## src/rtl/audio_sampler.sv

```systemverilog
// Audio capture front end: programmable sample tick, ADC hold, offset-binary to signed,
// 2^OSR_LOG2 averaging and a valid/ready output. Optional DC block: AUDIO_SAMPLER_DCBLOCK_EN.
module audio_sampler #(
  parameter int unsigned CLK_DIV  = 2083,
  parameter int unsigned IN_W     = 12,
  parameter int unsigned OUT_W    = 8,
  parameter int unsigned OSR_LOG2 = 0,
  parameter int unsigned DC_SHIFT = 8
) (
  input  logic             clk_in,
  input  logic             rst_in,
  input  logic [1:0]       rate_sel_in,
  input  logic             clear_in,
  input  logic [IN_W-1:0]  adc_data_in,
  input  logic             adc_valid_in,
  output logic             sample_tick_out,
  output logic [OUT_W-1:0] sample_out,
  output logic             sample_valid_out,
  input  logic             sample_ready_in,
  output logic             overrun_out
);

  localparam int unsigned CW = $clog2((CLK_DIV << 3) + 1);
  localparam int unsigned AW = IN_W + OSR_LOG2;
  localparam int unsigned SW = OSR_LOG2 + 1;

  if (CLK_DIV < 4 || OUT_W > IN_W || OSR_LOG2 > 4 || DC_SHIFT == 0) begin : g_bad_cfg
    $error("audio_sampler: unsupported parameter combination");
  end

  logic [CW-1:0]          r_cnt;
  logic [1:0]             r_rate;
  logic [1:0]             w_rate;
  logic [CW-1:0]          w_last;
  logic                   w_tick;
  logic [IN_W-1:0]        r_hold;
  logic signed [IN_W-1:0] r_conv;
  logic                   r_conv_vld;
  logic signed [AW-1:0]   r_acc;
  logic [SW-1:0]          r_sub;
  logic signed [AW-1:0]   w_conv_ext;
  logic signed [AW-1:0]   w_sum;
  logic signed [IN_W-1:0] w_avg;
  logic                   w_last_sub;
  logic                   w_result;
  logic signed [IN_W-1:0] w_y;
  logic                   w_y_vld;
  logic [OUT_W-1:0]       r_out;
  logic                   r_valid;
  logic                   r_ovr;

  // Rate select is taken live at count 0 and held for the rest of the period.
  assign w_rate          = (r_cnt == '0) ? rate_sel_in : r_rate;
  assign w_last          = CW'((CLK_DIV << w_rate) - 1);
  assign w_tick          = (r_cnt == w_last);
  assign sample_tick_out = w_tick;

  always_ff @(posedge clk_in or posedge rst_in) begin
    if (rst_in) begin
      r_cnt  <= '0;
      r_rate <= 2'd0;
    end else begin
      r_rate <= w_rate;
      r_cnt  <= w_tick ? '0 : r_cnt + 1'b1;
    end
  end

  always_ff @(posedge clk_in or posedge rst_in) begin
    if (rst_in) begin
      r_hold <= {1'b1, {(IN_W-1){1'b0}}};
    end else if (adc_valid_in) begin
      r_hold <= adc_data_in;
    end
  end

  always_ff @(posedge clk_in or posedge rst_in) begin
    if (rst_in) begin
      r_conv     <= '0;
      r_conv_vld <= 1'b0;
    end else begin
      r_conv_vld <= w_tick & ~clear_in;
      if (w_tick) begin
        r_conv <= {~r_hold[IN_W-1], r_hold[IN_W-2:0]};
      end
    end
  end

  assign w_conv_ext = AW'(r_conv);
  assign w_sum      = r_acc + w_conv_ext;
  assign w_avg      = IN_W'(w_sum >>> OSR_LOG2);
  assign w_last_sub = (r_sub == SW'((1 << OSR_LOG2) - 1));
  assign w_result   = r_conv_vld & w_last_sub & ~clear_in;

  always_ff @(posedge clk_in or posedge rst_in) begin
    if (rst_in) begin
      r_acc <= '0;
      r_sub <= '0;
    end else if (clear_in) begin
      r_acc <= '0;
      r_sub <= '0;
    end else if (r_conv_vld) begin
      if (w_last_sub) begin
        r_acc <= '0;
        r_sub <= '0;
      end else begin
        r_acc <= w_sum;
        r_sub <= r_sub + 1'b1;
      end
    end
  end

`ifdef AUDIO_SAMPLER_DCBLOCK_EN
  localparam int unsigned DW     = IN_W + DC_SHIFT;
  localparam int unsigned DIFF_W = IN_W + 1;
  localparam int unsigned SUM_W  = DW + 1;

  logic signed [IN_W-1:0]   r_avg;
  logic                     r_avg_vld;
  logic signed [DW-1:0]     r_dc_acc;
  logic signed [IN_W-1:0]   w_est;
  logic signed [DIFF_W-1:0] w_diff;
  logic signed [SUM_W-1:0]  w_dc_sum;
  logic signed [DW-1:0]     w_dc_next;

  assign w_est    = IN_W'(r_dc_acc >>> DC_SHIFT);
  assign w_diff   = DIFF_W'(r_avg) - DIFF_W'(w_est);
  assign w_dc_sum = SUM_W'(r_dc_acc) + SUM_W'(w_diff);
  assign w_y_vld  = r_avg_vld;

  // Both the output and the estimator accumulator saturate instead of wrapping.
  always_comb begin
    w_y       = w_diff[IN_W-1:0];
    w_dc_next = w_dc_sum[DW-1:0];
    if (w_diff[IN_W] != w_diff[IN_W-1]) begin
      w_y = w_diff[IN_W] ? {1'b1, {(IN_W-1){1'b0}}} : {1'b0, {(IN_W-1){1'b1}}};
    end
    if (w_dc_sum[DW] != w_dc_sum[DW-1]) begin
      w_dc_next = w_dc_sum[DW] ? {1'b1, {(DW-1){1'b0}}} : {1'b0, {(DW-1){1'b1}}};
    end
  end

  always_ff @(posedge clk_in or posedge rst_in) begin
    if (rst_in) begin
      r_avg     <= '0;
      r_avg_vld <= 1'b0;
      r_dc_acc  <= '0;
    end else begin
      r_avg_vld <= w_result;
      if (w_result) begin
        r_avg <= w_avg;
      end
      if (r_avg_vld && !clear_in) begin
        r_dc_acc <= w_dc_next;
      end
    end
  end
`else
  assign w_y     = w_avg;
  assign w_y_vld = w_result;
`endif

  always_ff @(posedge clk_in or posedge rst_in) begin
    if (rst_in) begin
      r_out   <= '0;
      r_valid <= 1'b0;
      r_ovr   <= 1'b0;
    end else if (clear_in) begin
      r_valid <= 1'b0;
      r_ovr   <= 1'b0;
    end else if (w_y_vld) begin
      r_out   <= OUT_W'(w_y >>> (IN_W - OUT_W));
      r_valid <= 1'b1;
      if (r_valid && !sample_ready_in) begin
        r_ovr <= 1'b1;
      end
    end else if (r_valid && sample_ready_in) begin
      r_valid <= 1'b0;
    end
  end

  assign sample_out       = r_out;
  assign sample_valid_out = r_valid;
  assign overrun_out      = r_ovr;

endmodule

```

## config.mk

```make
export PLATFORM = sky130hd
export DESIGN_NAME = audio_sampler
export DESIGN_NICKNAME = d
export VERILOG_FILES = /design/src/rtl/audio_sampler.sv
export SDC_FILE = /design/constraint.sdc
export NUM_CORES = 1
export LEC_CHECK = 0
export CAP_MARGIN = 20
export CELL_PAD_IN_SITES_DETAIL_PLACEMENT = 1
export CELL_PAD_IN_SITES_GLOBAL_PLACEMENT = 1
export CORE_UTILIZATION = 46
export DETAILED_ROUTE_END_ITERATION = 7
export PLACE_DENSITY_LB_ADDON = 0.1
export SLEW_MARGIN = 40
export SYNTH_ARGS = -nofsm -noshare
export SYNTH_HDL_FRONTEND = slang
export SYNTH_SLANG_ARGS = --single-unit
```

## constraint.sdc

```tcl
create_clock -name clk_in -period 5.6 [get_ports clk_in]
set_input_delay 0.84 -clock clk_in [delete_from_list [all_inputs] [get_ports clk_in]]
set_output_delay 0.84 -clock clk_in [all_outputs]
set_load 0.01 [all_outputs]
```

Word-level counts from Yosys, hierarchy flattened
Index checks and enable logic that the tools add are counted.
{"block": "totals", "out_inout_bits": 11, "elab_cells": 46, "regBits": 65}
{"block": "classes", "add_sub_neg": 4, "bitwise_logic": 6, "muxes": 14, "reduce_logical": 10, "n_shift": 1, "eq_ne": 1}
{"operator": "$mux W12", "count": 3}
{"operator": "$add A15 B1 Y15 const B", "count": 1}
{"operator": "$eq A15 B15 Y1", "count": 1}
{"operator": "$logic_not A15 Y1", "count": 1}
{"operator": "$mux W15", "count": 1}
{"operator": "$shl A12 B2 Y15 const A", "count": 1}
{"operator": "$sub A15 B1 Y15 const B", "count": 1}
{"operator": "$add A12 B12 Y12", "count": 1}
{"operator": "$mux W1", "count": 9}
{"operator": "$reduce_bool A2 Y1", "count": 3}
{"operator": "$reduce_and A2 Y1", "count": 2}
{"operator": "$and A1 B1 Y1", "count": 3}
{"operator": "$not A1 Y1", "count": 3}
{"operator": "$reduce_bool A3 Y1", "count": 1}
{"operator": "$logic_and A1 B1 Y1", "count": 2}
{"operator": "$mux W2", "count": 1}
{"operator": "$add A1 B1 Y1 const B", "count": 1}
{"operator": "$logic_not A1 Y1", "count": 1}

Depth between registers and ports, before layout
Gate-level depths: netlist of the first run.
{"block": "depth", "depth_word": 6, "depth_mapped": 13, "depth_no_buf": 12}

Worst setup path after synthesis of the first run
OpenSTA, ideal clock, no wires.
{"block": "synth_timing", "path_type": "register -> output", "startpoint": "register r_cnt[0]", "endpoint": "output port sample_tick_out", "arrival_ps": 2758, "stages_incl_launch_ff": 12, "path_slack_ps": 2002, "t_required_ps": 4760, "path_buffers": 0, "path_cell_list": "dfrtp_1 inv_1 ha_1 nor4b_2 nand4_1 mux2_2 inv_1 ha_1 or4_1 a22oi_2 nand3_1 nor2_1"}
{"block": "synth_via", "elab_chain_cells": 5}
{"element": "from (decl)", "line_no": "31", "source": "logic [CW-1:0] r_cnt;"}
{"element": "from (signal assigned)", "line_no": "64", "source": "r_cnt <= w_tick ? '0 : r_cnt + 1'b1;"}
{"element": "$logic_not A15 Y1", "line_no": "53", "source": "assign w_rate = (r_cnt == '0) ? rate_sel_in : r_rate;"}
{"element": "$mux W2", "line_no": "53"}
{"element": "named net w_rate[0]", "line_no": "33", "source": "logic [1:0] w_rate;"}
{"element": "$shl A12 B2 Y15", "line_no": "54", "source": "assign w_last = CW'((CLK_DIV << w_rate) - 1);"}
{"element": "$sub A15 B1 Y15", "line_no": "54"}
{"element": "$eq A15 B15 Y1", "line_no": "55", "source": "assign w_tick = (r_cnt == w_last);"}
{"element": "to (decl)", "line_no": "16", "source": "output logic sample_tick_out,"}
The timed path passes the listed nets, and every way through them passes these cells.

Final worst setup path of the first run
Same ends and word-level chain as after synthesis.

==> results of run 1 <==
[layer usage]
layer	vias to the layer above	share of wire	GRT usage	wire length, µm
met5	-	0	0	0
met4	0	0.017	0.0667	74
met3	8	0.027	0.0476	119
met2	21	0.52	0.357	2270
met1	741	0.43	0.249	1880
li1	674	-	-	-
[flip-flops by register name, indices dropped and copies added, names as in the netlist]
signal,cells
r_conv_vld,1
overrun_out,1
r_hold,8
r_cnt,15
r_rate,2
r_conv,8
sample_valid_out,1
sample_out,8
[how the worst max path moves through the flow]
stage / depth (start not counted) / end / slack, ns
after detailed placement: 12 / sample_tick_out / 1.0
final: 12 / sample_tick_out / 0.76
after CTS: 12 / sample_tick_out / 0.67
after global placement: 12 / sample_tick_out / 1.18
after floorplan: 11 / sample_tick_out / 2.00
after global routing: 12 / sample_tick_out / 0.47
[logic make-up after synthesis]
| logic type | Yosys count | synth area share |
|---|---|---|
| simple gates | 55 | 0.148 |
| flops | 44 | 0.520 |
| mux | 26 | 0.139 |
| compound gates | 19 | 0.0691 |
| buf+inv | 16 | 0.0372 |
| xor+xnor | 11 | 0.0455 |
| fa+ha+maj | 7 | 0.0413 |
[cell usage after synthesis (all sizes together)]
library cell / n
nor2b: 1
o21bai: 2
clkbuf: 2
inv: 11
nand4b: 1
nor4b: 1
o311ai: 1
dfrtp: 43
buf: 3
xnor2: 6
or4: 1
o2111a: 1
a31oi: 1
a21oi: 3
xor2: 5
nand3: 5
dfstp: 1
and4: 1
ha: 7
and2: 1
nand2: 5
or2b: 2
nand2b: 2
nor4: 2
a41o: 1
mux2: 25
nor3: 4
mux2i: 1
and3: 5
o31ai: 1
a22oi: 2
and2b: 1
o21ai: 7
nand4: 4
nor2: 19
[worst max-delay path: cells and delay by family, from the launching register on]
family                   cells  cell delay (ns)
buffers and inverters        3             0.81
adder cells (fa/ha/maj)      2             0.39
AO/OA/AOI/OAI                1             0.20
flip-flops                   1             0.44
multiplexers                 1             0.39
AND/OR/NAND/NOR              5             1.47
[per-stage QoR]
step	utilization	setup WS [ns]
detailed placement	0.549	0.996
finish	0.570	0.762
global placement	0.549	1.18
floorplan	-	2.00
global route	0.570	0.467
CTS	0.570	0.669
[layout by cell type (no fill, tap or decap), types with 5 or more instances in the layout]
master / count
o21ai_0: 7
nand2_1: 5
mux2_2: 24
xnor2_1: 6
inv_1: 11
dfrtp_1: 43
clkdlybuf4s50_1: 25
nor2_1: 18
clkbuf_8: 6
xor2_1: 5
ha_1: 7
[cell type report]
type / instances / area [µm²] / area share
tap: 52 / 65.1 / 0.0260
clock buffer: 7 / 86.3 / 0.0346
multi-input combinational: 118 / 938 / 0.376
sequential: 44 / 1100 / 0.441
inverter: 11 / 41.3 / 0.0165
timing repair buffer: 26 / 258 / 0.103
clock inverter: 1 / 7.51 / 0.00300
[power breakdown]
part	internal [W]	switching (W)	leakage (nW)
sequential	0.000337	0.0000288	0.551
combinational	0.0000343	0.0000317	0.535
clock	0.000100	0.000103	0.0445
total	0.000471	0.000164	1.13
==> metrics.yaml, run 1 <==
run_status:
  status: "complete, no violations"
sta:
  tns_ns: 0
  clock_skew_ns: 0.00815
  max_clock_freq_mhz: 207
  setup_viol: 0
  hold_viol_final: 0
  maxSlewHeadroom: 0.630
  fin_crit_ns: 4.84
  worst_pin_slew_ns: 0.555
  finalCritPeriodShare: 0.864
  rsz0062_at_grt: "false"
  final_max_slew_viol_count: 0
  whs_ns: 0.507
synthesis:
  synthCells: 178
  synth_top_area_share: 0.508
  synth_seq_cells: 44
  ys_seq_area_frac: 0.520
  syn_area_mm2: 0.00212
  syn_avg_cell_area_um2: 11.9
  yosys-top-cells-area: "dfrtp_1 51%, mux2_2 13%, ha_1 4.1%"
  ys_types: 42
  synth_nets: 204
  synth_warnings: 0
  synth.largest_area_cell: "dfrtp_1"
critical_path:
  r2r_cells: 12
  r2r-start: "r_cnt[0]$_DFF_PP0_"
  setup.worst_path.start_class: "register"
  cp.required_ns: 4.76
  arrival_ns: 4.00
  r2r-end: "r_conv[4]$_DFFE_PP0N_"
  path_cells: "inv_1 -> ha_1 -> nor4b_2 -> nand4_1 -> mux2_2 -> inv_1 -> ha_1 -> or4_1 -> a22oi_2 -> nand3_1 -> nor2_1 -> clkdlybuf4s50_1"
  crit_type: "reg -> out"
  r2r_slack_ns: 1.79
  crit_start: "r_cnt[0]$_DFF_PP0_"
  slowest_delay_ns: 0.56
  slowest_stage: "clkdlybuf4s50_1"
  crit_fanout: 7
  crit_path_end_kind: "output pin"
floorplan:
  die_w_um: 69.9
  start_util: 0.483
  row_count: 24
  die_area_mm2: 0.00488
  fp.dieH_um: 69.9
  coreArea_mm2: 0.00438
  ios: 30
min_path:
  hold_path_class: "reg -> reg"
  whs_path_depth: 1
  worstHoldStart: "r_hold[6]$_DFFE_PP0P_"
  min_to: "r_conv[6]$_DFFE_PP0N_"
cells_and_area:
  layout-drive-gt1-share: 0.203
  fillers: 456
  design_area_mm2: 0.00250
  num-nets-final: 232
  area_growth_pct: 17.9
  finalNonFillerCells: 259
  antenna_cells: 0
global_route:
  grt_first_pass_wirelength_mm: 7.69
  grt_pass1_vias: 1634
  grtUsageTotal: 0.204
  overflow: 0
  antenna_found_initial: 0
  grt_max_degree: 45
cts:
  cts_setup_buffers: 0
  cts.sinks: 44
  postCtsHoldBufs: 0
  cts_tree: "done"
  htreeDepth: 2
  clockBufferDepth: 2
  clk_latency_ns: 0.29
  root_buffer: "clkbuf_8"
  cts.reportedPaths.clkPinSlew_ns: 0.08
  cts_resized: 0
  cts-buffers-inserted: 5
pwr:
  ir_drop_mv: 0.188
  power.density_mw_per_mm2: 254
  p_total_w: 0.000635
  cellLeakagePower_nw: 1.13
placed_design:
  post_dp_cell_area_mm2: 0.00240
  dpl.cell_count: 251
  gp_congestion: 0.888
  dp_hpwl_mm: 3.07
  portBuffers: 25
route:
  drtIter0Drc: 49
  wl_per_cell_um: 16.8
  via_count: 1444
  drcViolationCount: 0
  ant_nets: 0
  drt_first_pass_iters: 4
  finalWirelength_mm: 4.35
  viasPerCell: 5.58
job:
  cap_viol_max_count: 0
Power figures use the tool's default switching activity.
==> run 2, diff against run 1 <==
--- a/config.mk
+++ b/config.mk
@@ -9,6 +9,7 @@
 export CELL_PAD_IN_SITES_DETAIL_PLACEMENT = 1
 export CELL_PAD_IN_SITES_GLOBAL_PLACEMENT = 1
 export CORE_UTILIZATION = 46
+export CTS_CLUSTER_SIZE = 40
 export DETAILED_ROUTE_END_ITERATION = 7
 export PLACE_DENSITY_LB_ADDON = 0.1
 export SLEW_MARGIN = 40
==> results of run 2 <==
The final DEF is identical to that of run 1; final timing and power are the same.
==> run 3, diff against run 2 <==
--- a/config.mk
+++ b/config.mk
@@ -11,6 +11,7 @@
 export CORE_UTILIZATION = 46
 export CTS_CLUSTER_SIZE = 40
 export DETAILED_ROUTE_END_ITERATION = 7
+export MAX_ROUTING_LAYER = met4
 export PLACE_DENSITY_LB_ADDON = 0.1
 export SLEW_MARGIN = 40
 export SYNTH_ARGS = -nofsm -noshare
==> constraint.sdc (replaced) <==
create_clock -name clk_in -period 6 [get_ports clk_in]
set_input_delay 0.9 -clock clk_in [delete_from_list [all_inputs] [get_ports clk_in]]
set_output_delay 0.9 -clock clk_in [all_outputs]
set_load 0.01 [all_outputs]
==> metrics.yaml, run 3 (synthesized netlist as in run 1, its figures left out) <==
critical_path:
  setup.worst_path.start_class: "register"
  crit_fanout: 7
  crit_path_end_kind: "output pin"
  r2r_cells: 12
  cp.required_ns: 5.10
  arrival_ns: 3.97
  crit_type: "reg -> out"
route:
  drcViolationCount: 0
  drtIter0Drc: 19
  via_count: 1413
  drt_first_pass_iters: 2
  finalWirelength_mm: 4.60
  wl_per_cell_um: 17.8
  ant_nets: 0
  viasPerCell: 5.46
pwr:
  p_clk_frac: 0.312
  cellLeakagePower_nw: 1.13
  p_sw_w: 0.000158
  ir_drop_mv: 0.156
  seq_power_share: 0.582
  power.density_mw_per_mm2: 235
  power_frac_comb: 0.106
  p_int_w: 0.000428
  sw_frac_of_total: 0.270
sta:
  rsz0062_at_grt: "false"
  fin_crit_ns: 4.87
  finalCritPeriodShare: 0.811
  final_max_slew_viol_count: 0
  worst_pin_slew_ns: 0.549
  hold_viol_final: 0
  whs_ns: 0.507
  maxSlewHeadroom: 0.634
  setup_viol: 0
  max_clock_freq_mhz: 205
  tns_ns: 0
  clock_skew_ns: 0.0100
placed_design:
  gp_congestion: 0.896
  dp_hpwl_mm: 3.28
  portBuffers: 25
cts:
  cts.reportedPaths.clkPinSlew_ns: 0.07
  postCtsHoldBufs: 0
  clk_latency_ns: 0.30
  cts_setup_buffers: 0
  htreeDepth: 2
  cts-buffers-inserted: 5
  cts_resized: 0
  clockBufferDepth: 2
  cts.sinks: 44
  cts_tree: "done"
  root_buffer: "clkbuf_8"
floorplan:
  start_util: 0.483
  die_area_mm2: 0.00488
  fp.dieH_um: 69.9
  ios: 30
  coreArea_mm2: 0.00438
  row_count: 24
  die_w_um: 69.9
cells_and_area:
  area_growth_pct: 17.5
  layout-drive-gt1-share: 0.203
  num-nets-final: 232
  antenna_cells: 0
  max_flop_register: "r_cnt"
  largest_reg_flops: 15
  layout_commonest_cell: "dfrtp_1"
  layout_common_cells: "43 x dfrtp_1, 25 x clkdlybuf4s50_1, 24 x mux2_2"
job:
  cap_viol_max_count: 0
min_path:
  whs_path_depth: 1
  hold_path_class: "reg -> reg"
run_status:
  status: "complete, no violations"
global_route:
  grt_max_degree: 45
  antenna_found_initial: 0
  grtUsageTotal: 0.214
  overflow: 0
  grt_first_pass_wirelength_mm: 7.83
  grt_pass1_vias: 1571
==> run 3: cell count changes in the layout (fill, tap and decap cells not counted) <==
cell      before  now
clkbuf_8       6    5
clkinv_2       0    1
==> run 3: layout make-up <==
cell class	instances	area, µm²
flip-flops and latches	44	1100
well taps	52	65.1
fillers	465	1890
inverters	11	41.3
repair buffers	26	258
multi-input cells	118	938
clock buffers	6	72.6
clock inverters	2	12.5
==> run 3: stage by stage <==
step / total power [W] / cells / utilization / worst slack, ns / instance area (µm²)
4_1_cts: 0.000591 / 259 / 0.568 / 1.09 / 2490
6_report: 0.000586 / 259 / 0.568 / 1.13 / 2490
5_1_grt: 0.000610 / 259 / 0.568 / 0.840 / 2490
3_5_place_dp: 0.000409 / 251 / 0.549 / 1.41 / 2400
2_1_floorplan: 0.000389 / 178 / - / 2.34 / 2120
3_3_place_gp: 0.000403 / 251 / 0.549 / 1.46 / 2400
==> run 3: critical path, stage by stage (launching register included) <==
cell             delay (ns)
dfrtp_1                0.45
inv_1                  0.11
ha_1                   0.14
nor4b_2                0.26
nand4_1                0.27
mux2_2                 0.38
inv_1                  0.15
ha_1                   0.24
or4_1                  0.52
a22oi_2                0.20
nand3_1                0.24
nor2_1                 0.15
clkdlybuf4s50_1        0.57
==> run 3: worst paths after layout <==
check | start | end | slack, ns
worst max-delay path | r_cnt[0]$_DFF_PP0_ | sample_tick_out | 1.13
worst min-delay path | r_conv[9]$_DFFE_PP0N_ | r_conv[9]$_DFFE_PP0N_ | 0.51
worst max register to register | r_cnt[0]$_DFF_PP0_ | r_conv[10]$_DFFE_PP0N_ | 2.22
worst min register to register | r_conv[9]$_DFFE_PP0N_ | r_conv[9]$_DFFE_PP0N_ | 0.51
max in group asynchronous | rst_in | r_hold[11]$_DFFE_PP1P_ | 4.57
min in group asynchronous | rst_in | overrun_out$_DFFE_PP0P_ | 1.04
==> run 3: metal layers <==
layer / routed length (µm) / track usage / vias to the layer above
li1: - / - / 667
met1: 2050 / 0.263 / 719
met2: 2350 / 0.356 / 20
met3: 112 / 0.0375 / 7
met4: 80 / 0.0800 / 0
met5: 0 / - / -
==> run 3: power groups by stage <==
stage               Sequential, W  Clock, W  Combinational [W]
detailed placement       0.000347         0          0.0000625
floorplan                0.000333         0          0.0000560
global route             0.000345  0.000196          0.0000693
finish                   0.000341  0.000183          0.0000621
CTS                      0.000341  0.000187          0.0000634
global placement         0.000344         0          0.0000583
